<file path="config.mk">
export PLATFORM = sky130hd
export DESIGN_NAME = kiwi_sync_fifo
export DESIGN_NICKNAME = d
export VERILOG_FILES = /design/src/rtl/kiwi_sync_fifo.sv
export SDC_FILE = /design/constraint.sdc
export NUM_CORES = 1
export LEC_CHECK = 0
export BUFFER_PORTS_ARGS = -buffer_cell sky130_fd_sc_hd__buf_2
export CAP_MARGIN = 20
export CORE_MARGIN = 10
export CORE_UTILIZATION = 56
export DETAILED_ROUTE_END_ITERATION = 6
export GPL_TIMING_DRIVEN = 0
export MAX_ROUTING_LAYER = met4
export PLACE_DENSITY = 0.77
export SLEW_MARGIN = 5
export SYNTH_ARGS = -nofsm -noshare
export SYNTH_HDL_FRONTEND = slang
export SYNTH_SLANG_ARGS = --single-unit
</file>
<file path="constraint.sdc">
create_clock -name clk -period 3.3 [get_ports clk]
set_clock_uncertainty 0.2 [all_clocks]
set_input_delay 0.495 -clock clk [delete_from_list [all_inputs] [get_ports clk]]
set_output_delay 0.495 -clock clk [all_outputs]
set_load 0.05 [all_outputs]
</file>
<file path="src/rtl/kiwi_sync_fifo.sv">
// Synchronous FIFO with registered full/empty flags and no fall-through; DEPTH must be a power of two.
module kiwi_sync_fifo #(
   parameter int unsigned DEPTH = 4,
   parameter int unsigned WIDTH = 32
) (
   input  logic             clk,
   input  logic             reset,
   input  logic             clear,
   input  logic             push,
   input  logic [WIDTH-1:0] push_data,
   input  logic             pop,
   output logic [WIDTH-1:0] pop_data,
   output logic             full,
   output logic             empty
);

   localparam int unsigned PTR_W = (DEPTH > 1) ? $clog2(DEPTH) : 1;
   localparam int unsigned OCC_W = PTR_W + 1;

   logic [WIDTH-1:0] mem [DEPTH];
   logic [PTR_W-1:0] wr_ptr;
   logic [PTR_W-1:0] rd_ptr;
   logic [OCC_W-1:0] occ;
   logic [OCC_W-1:0] occ_next;
   logic             do_push;
   logic             do_pop;

   // A full FIFO refuses pushes even when a pop frees a slot in the same cycle.
   assign do_push  = push & ~full;
   assign do_pop   = pop & ~empty;
   assign occ_next = occ + OCC_W'(do_push) - OCC_W'(do_pop);
   assign pop_data = mem[rd_ptr];

   always_ff @(posedge clk) begin
      if (do_push && !clear) begin
         mem[wr_ptr] <= push_data;
      end
   end

   always_ff @(posedge clk or posedge reset) begin
      if (reset) begin
         wr_ptr <= '0;
         rd_ptr <= '0;
         occ    <= '0;
         full   <= 1'b0;
         empty  <= 1'b1;
      end else if (clear) begin
         wr_ptr <= '0;
         rd_ptr <= '0;
         occ    <= '0;
         full   <= 1'b0;
         empty  <= 1'b1;
      end else begin
         if (do_push) wr_ptr <= wr_ptr + PTR_W'(1);
         if (do_pop)  rd_ptr <= rd_ptr + PTR_W'(1);
         occ   <= occ_next;
         full  <= (occ_next == OCC_W'(DEPTH));
         empty <= (occ_next == '0);
      end
   end

endmodule

</file>
==> impl_metrics.csv <==
group,metric,value,unit
run_status,status,"completed",
critical_path,cp_common_cell,"buf_2",
pwr,ir_worst_vdd,0.450,mV
sta,fin_crit_sh,83.5,%
final_layout,fill_cells,520,
yosys,synthTopCellsByArea,"edfxtp_1 74%, mux4_2 12%, dfrtp_1 3.9%",
grt,grt_max_degree,33,
critical_path,slowest_stage,"mux4_2",
clock_tree,ctsLongestPathBuffers,2,
detailed_routing,vias,2458,
worst_hold_path,whs_path_depth,1,
sta,hold_viol_final,0,
grt,grt_usage,15.1,%
placement,place_ws,567,ps
critical_path,worstRegToRegCells,10,
yosys,synth_compound_area_share,0.266,%
floorplan,ios,71,
placement,routabilityCongestion,0.711,
critical_path,cp_max_fo,10,
critical_path,arrival,2060,ps
floorplan,die_h,116,microns
job,drv_cap,0,
yosys,synth_simple_gate_area_share,1.70,%
detailed_routing,vias_per_cell,5.39,
yosys,synthesis.area,5170,sq um
yosys,syn_avg_cell_area,23.9,sq um
floorplan,die_area,13500,sq um
critical_path,r2r_start,"full$_DFF_PP0_",
detailed_routing,drt-total-wl,9.18,mm
grt,grt_pass1_vias,2764,
final_layout,layout_common_cells,"128 x edfxtp_1, 72 x buf_2, 31 x dlygate4sd3_1",
final_layout,diodes,0,
detailed_routing,drt_iter0_drc,132,
placement,dp_hpwl,5.47,mm
yosys,synth-seq-cells,137,
clock_tree,cts_buffers,17,
sta,slew_headroom,41.3,%
final_layout,final_common_cell,"edfxtp_1",
sta,layout_min_cycle_time,2760,ps
sta,rsz0062_at_grt,"false",
floorplan,row_count,34,
yosys,yosys.area.top_type_share,74.4,%
sta,fmax,0.363,GHz
detailed_routing,routedWlPerCell,20.1,microns
grt,antenna_found_initial,0,
placement,placed_area,5650,sq um
clock_tree,cts-root-buf,"clkbuf_8",
clock_tree,post_cts_resized,0,
critical_path,crit_required,2600,ps
critical_path,rr_endpoint,"full$_DFF_PP0_",
floorplan,core_area,8850,sq um
sta,worst_pin_slew,880,ps
clock_tree,h-tree-depth,4,
detailed_routing,first_pass_iters,6,
sta,tns,0,ps
clock_tree,clk_latency,510,ps
clock_tree,tritoncts,"done",
final_layout,ff_latch_area,4070,sq um
sta,slew_viol_final,0,
yosys,yosysWarningCount,0,
yosys,synth-xor-area-share,0.848,%
yosys,syn_nets,260,
yosys,synth.mux.area_fraction,14.2,%
worst_hold_path,hold_path_end,"mem[0][19]$_DFFE_PP_",
worst_hold_path,hold_start,"push_data[19]",
sta,fin_ws,544,ps
critical_path,worstPathCellList,"clkbuf_1 > buf_2 > mux4_2 > buf_2",
grt,overflow,0,
detailed_routing,drt.antenna.violating_nets,0,
floorplan,start_util,58.4,%
critical_path,crit_path_max_incr_delay,370,ps
critical_path,rrSetupSlack,790,ps
final_layout,area_growth,27.1,%
worst_hold_path,hp-class,"input pin to flip-flop",
final_layout,multiInputGateArea,981,sq um
placement,io_buffers,69,
yosys,synthDistinctLibCells,22,
floorplan,die_w,116,microns
pwr,p_total,5330,uW
final_layout,final_area,6570,sq um
sta,setup_violations,0,
clock_tree,cts.clk_slew.worst_paths,60,ps
final_layout,drive_gt1_share,40.8,%
yosys,synth_top_family_by_area,"multiplexers",
critical_path,worstSetupEndpointType,"output port",
yosys,synth_area_leader_cell,"edfxtp_1",
yosys,yosys.area_share.adder,1.84,%
yosys,seq_area_frac_synth,78.8,%
pwr,p_leak,0.00233,uW
detailed_routing,drc,0,
clock_tree,cts_sinks,137,
final_layout,finalNetCount,379,
critical_path,start_kind,"flip-flop",
critical_path,path_class,"flip-flop to output port",
placement,place_inst,393,
yosys,synthCells,216,
final_layout,final_cell_count_no_fill,456,
pwr,powerDensity,811,nW/um^2
grt,grt_pass1_wl,14.6,mm
==> worst max path at each step <==
stage               depth (start not counted)  slack, ps                  start              endpoint
finish                                      4        540  rd_ptr[1]$_DFFE_PP0P_          pop_data[26]
global route                                4        420  rd_ptr[1]$_DFFE_PP0P_          pop_data[26]
CTS                                         4        500  rd_ptr[1]$_DFFE_PP0P_          pop_data[26]
detailed placement                         11        570                   push        full$_DFF_PP0_
global placement                            5        210                   push  mem[0][21]$_DFFE_PP_
floorplan                                  10        740         full$_DFF_PP0_        full$_DFF_PP0_
==> stage by stage <==
stage          hold WS [ps]  util [%]
6_report               24.0      74.2
5_1_grt                14.5      74.2
4_1_cts                3.54      74.2
3_5_place_dp            276      63.9
3_3_place_gp            257      63.8
2_1_floorplan           122         -
==> power breakdown <==
group	switching [uW]	leakage, uW	internal, uW
Sequential	50.9	0.00128	2080
Clock	741	0.000280	1170
Combinational	845	0.000770	443
==> synth_stat cells <==
library cell	n
clkbuf_1	2
nand2_1	2
nor2_1	7
inv_1	7
nor4b_1	1
nor2b_1	2
fa_1	1
a21oi_1	1
mux4_2	28
mux4_1	4
dfstp_2	1
dfrtp_1	8
nand3b_1	1
and2_1	4
buf_12	3
xor2_1	2
a31o_2	1
xnor2_1	3
ha_1	6
edfxtp_1	128
buf_2	3
buf_6	1
==> cell type report <==
class,count,share of cell area (%)
plain buffers,9,1.43
clock buffers,17,6.31
clock inverters,15,2.91
inverters,7,0.400
multi-input cells,63,14.9
flip-flops and latches,137,62.0
well taps,108,2.06
repair buffers,100,9.98
==> timing repair <==
item / 4_1_cts / 5_1_grt
buffers inserted: 0 / 0
endpoints found under the hold margin: 128 / 0
hold buffers: 31 / 0
==> logic make-up after synthesis <==
logic type	count (synthesis)
flops	137
buf+inv	16
xor+xnor	5
fa+ha+maj	7
compound gates	2
mux	32
simple gates	17
==> worst max-delay path, delay by kind of cell, from the launching register on <==
kind / cells / cell delay [ps]
buffers and inverters: 3 / 850
DFF: 1 / 320
muxes: 1 / 370
==> metal layers <==
layer,vias to the layer above,wire (microns),track usage (%)
li1,1127,-,-
met1,1252,3760,17.6
met2,70,4850,24.5
met3,9,491,5.17
met4,0,74,4.75
met5,-,0,-
==> sequential cells by signal (all words and copies together), names as in the netlist <==
register,flops
mem,128
occ,3
rd_ptr,2
wr_ptr,2
empty,1
full,1
No activity file was read; power rests on OpenSTA's default activity.
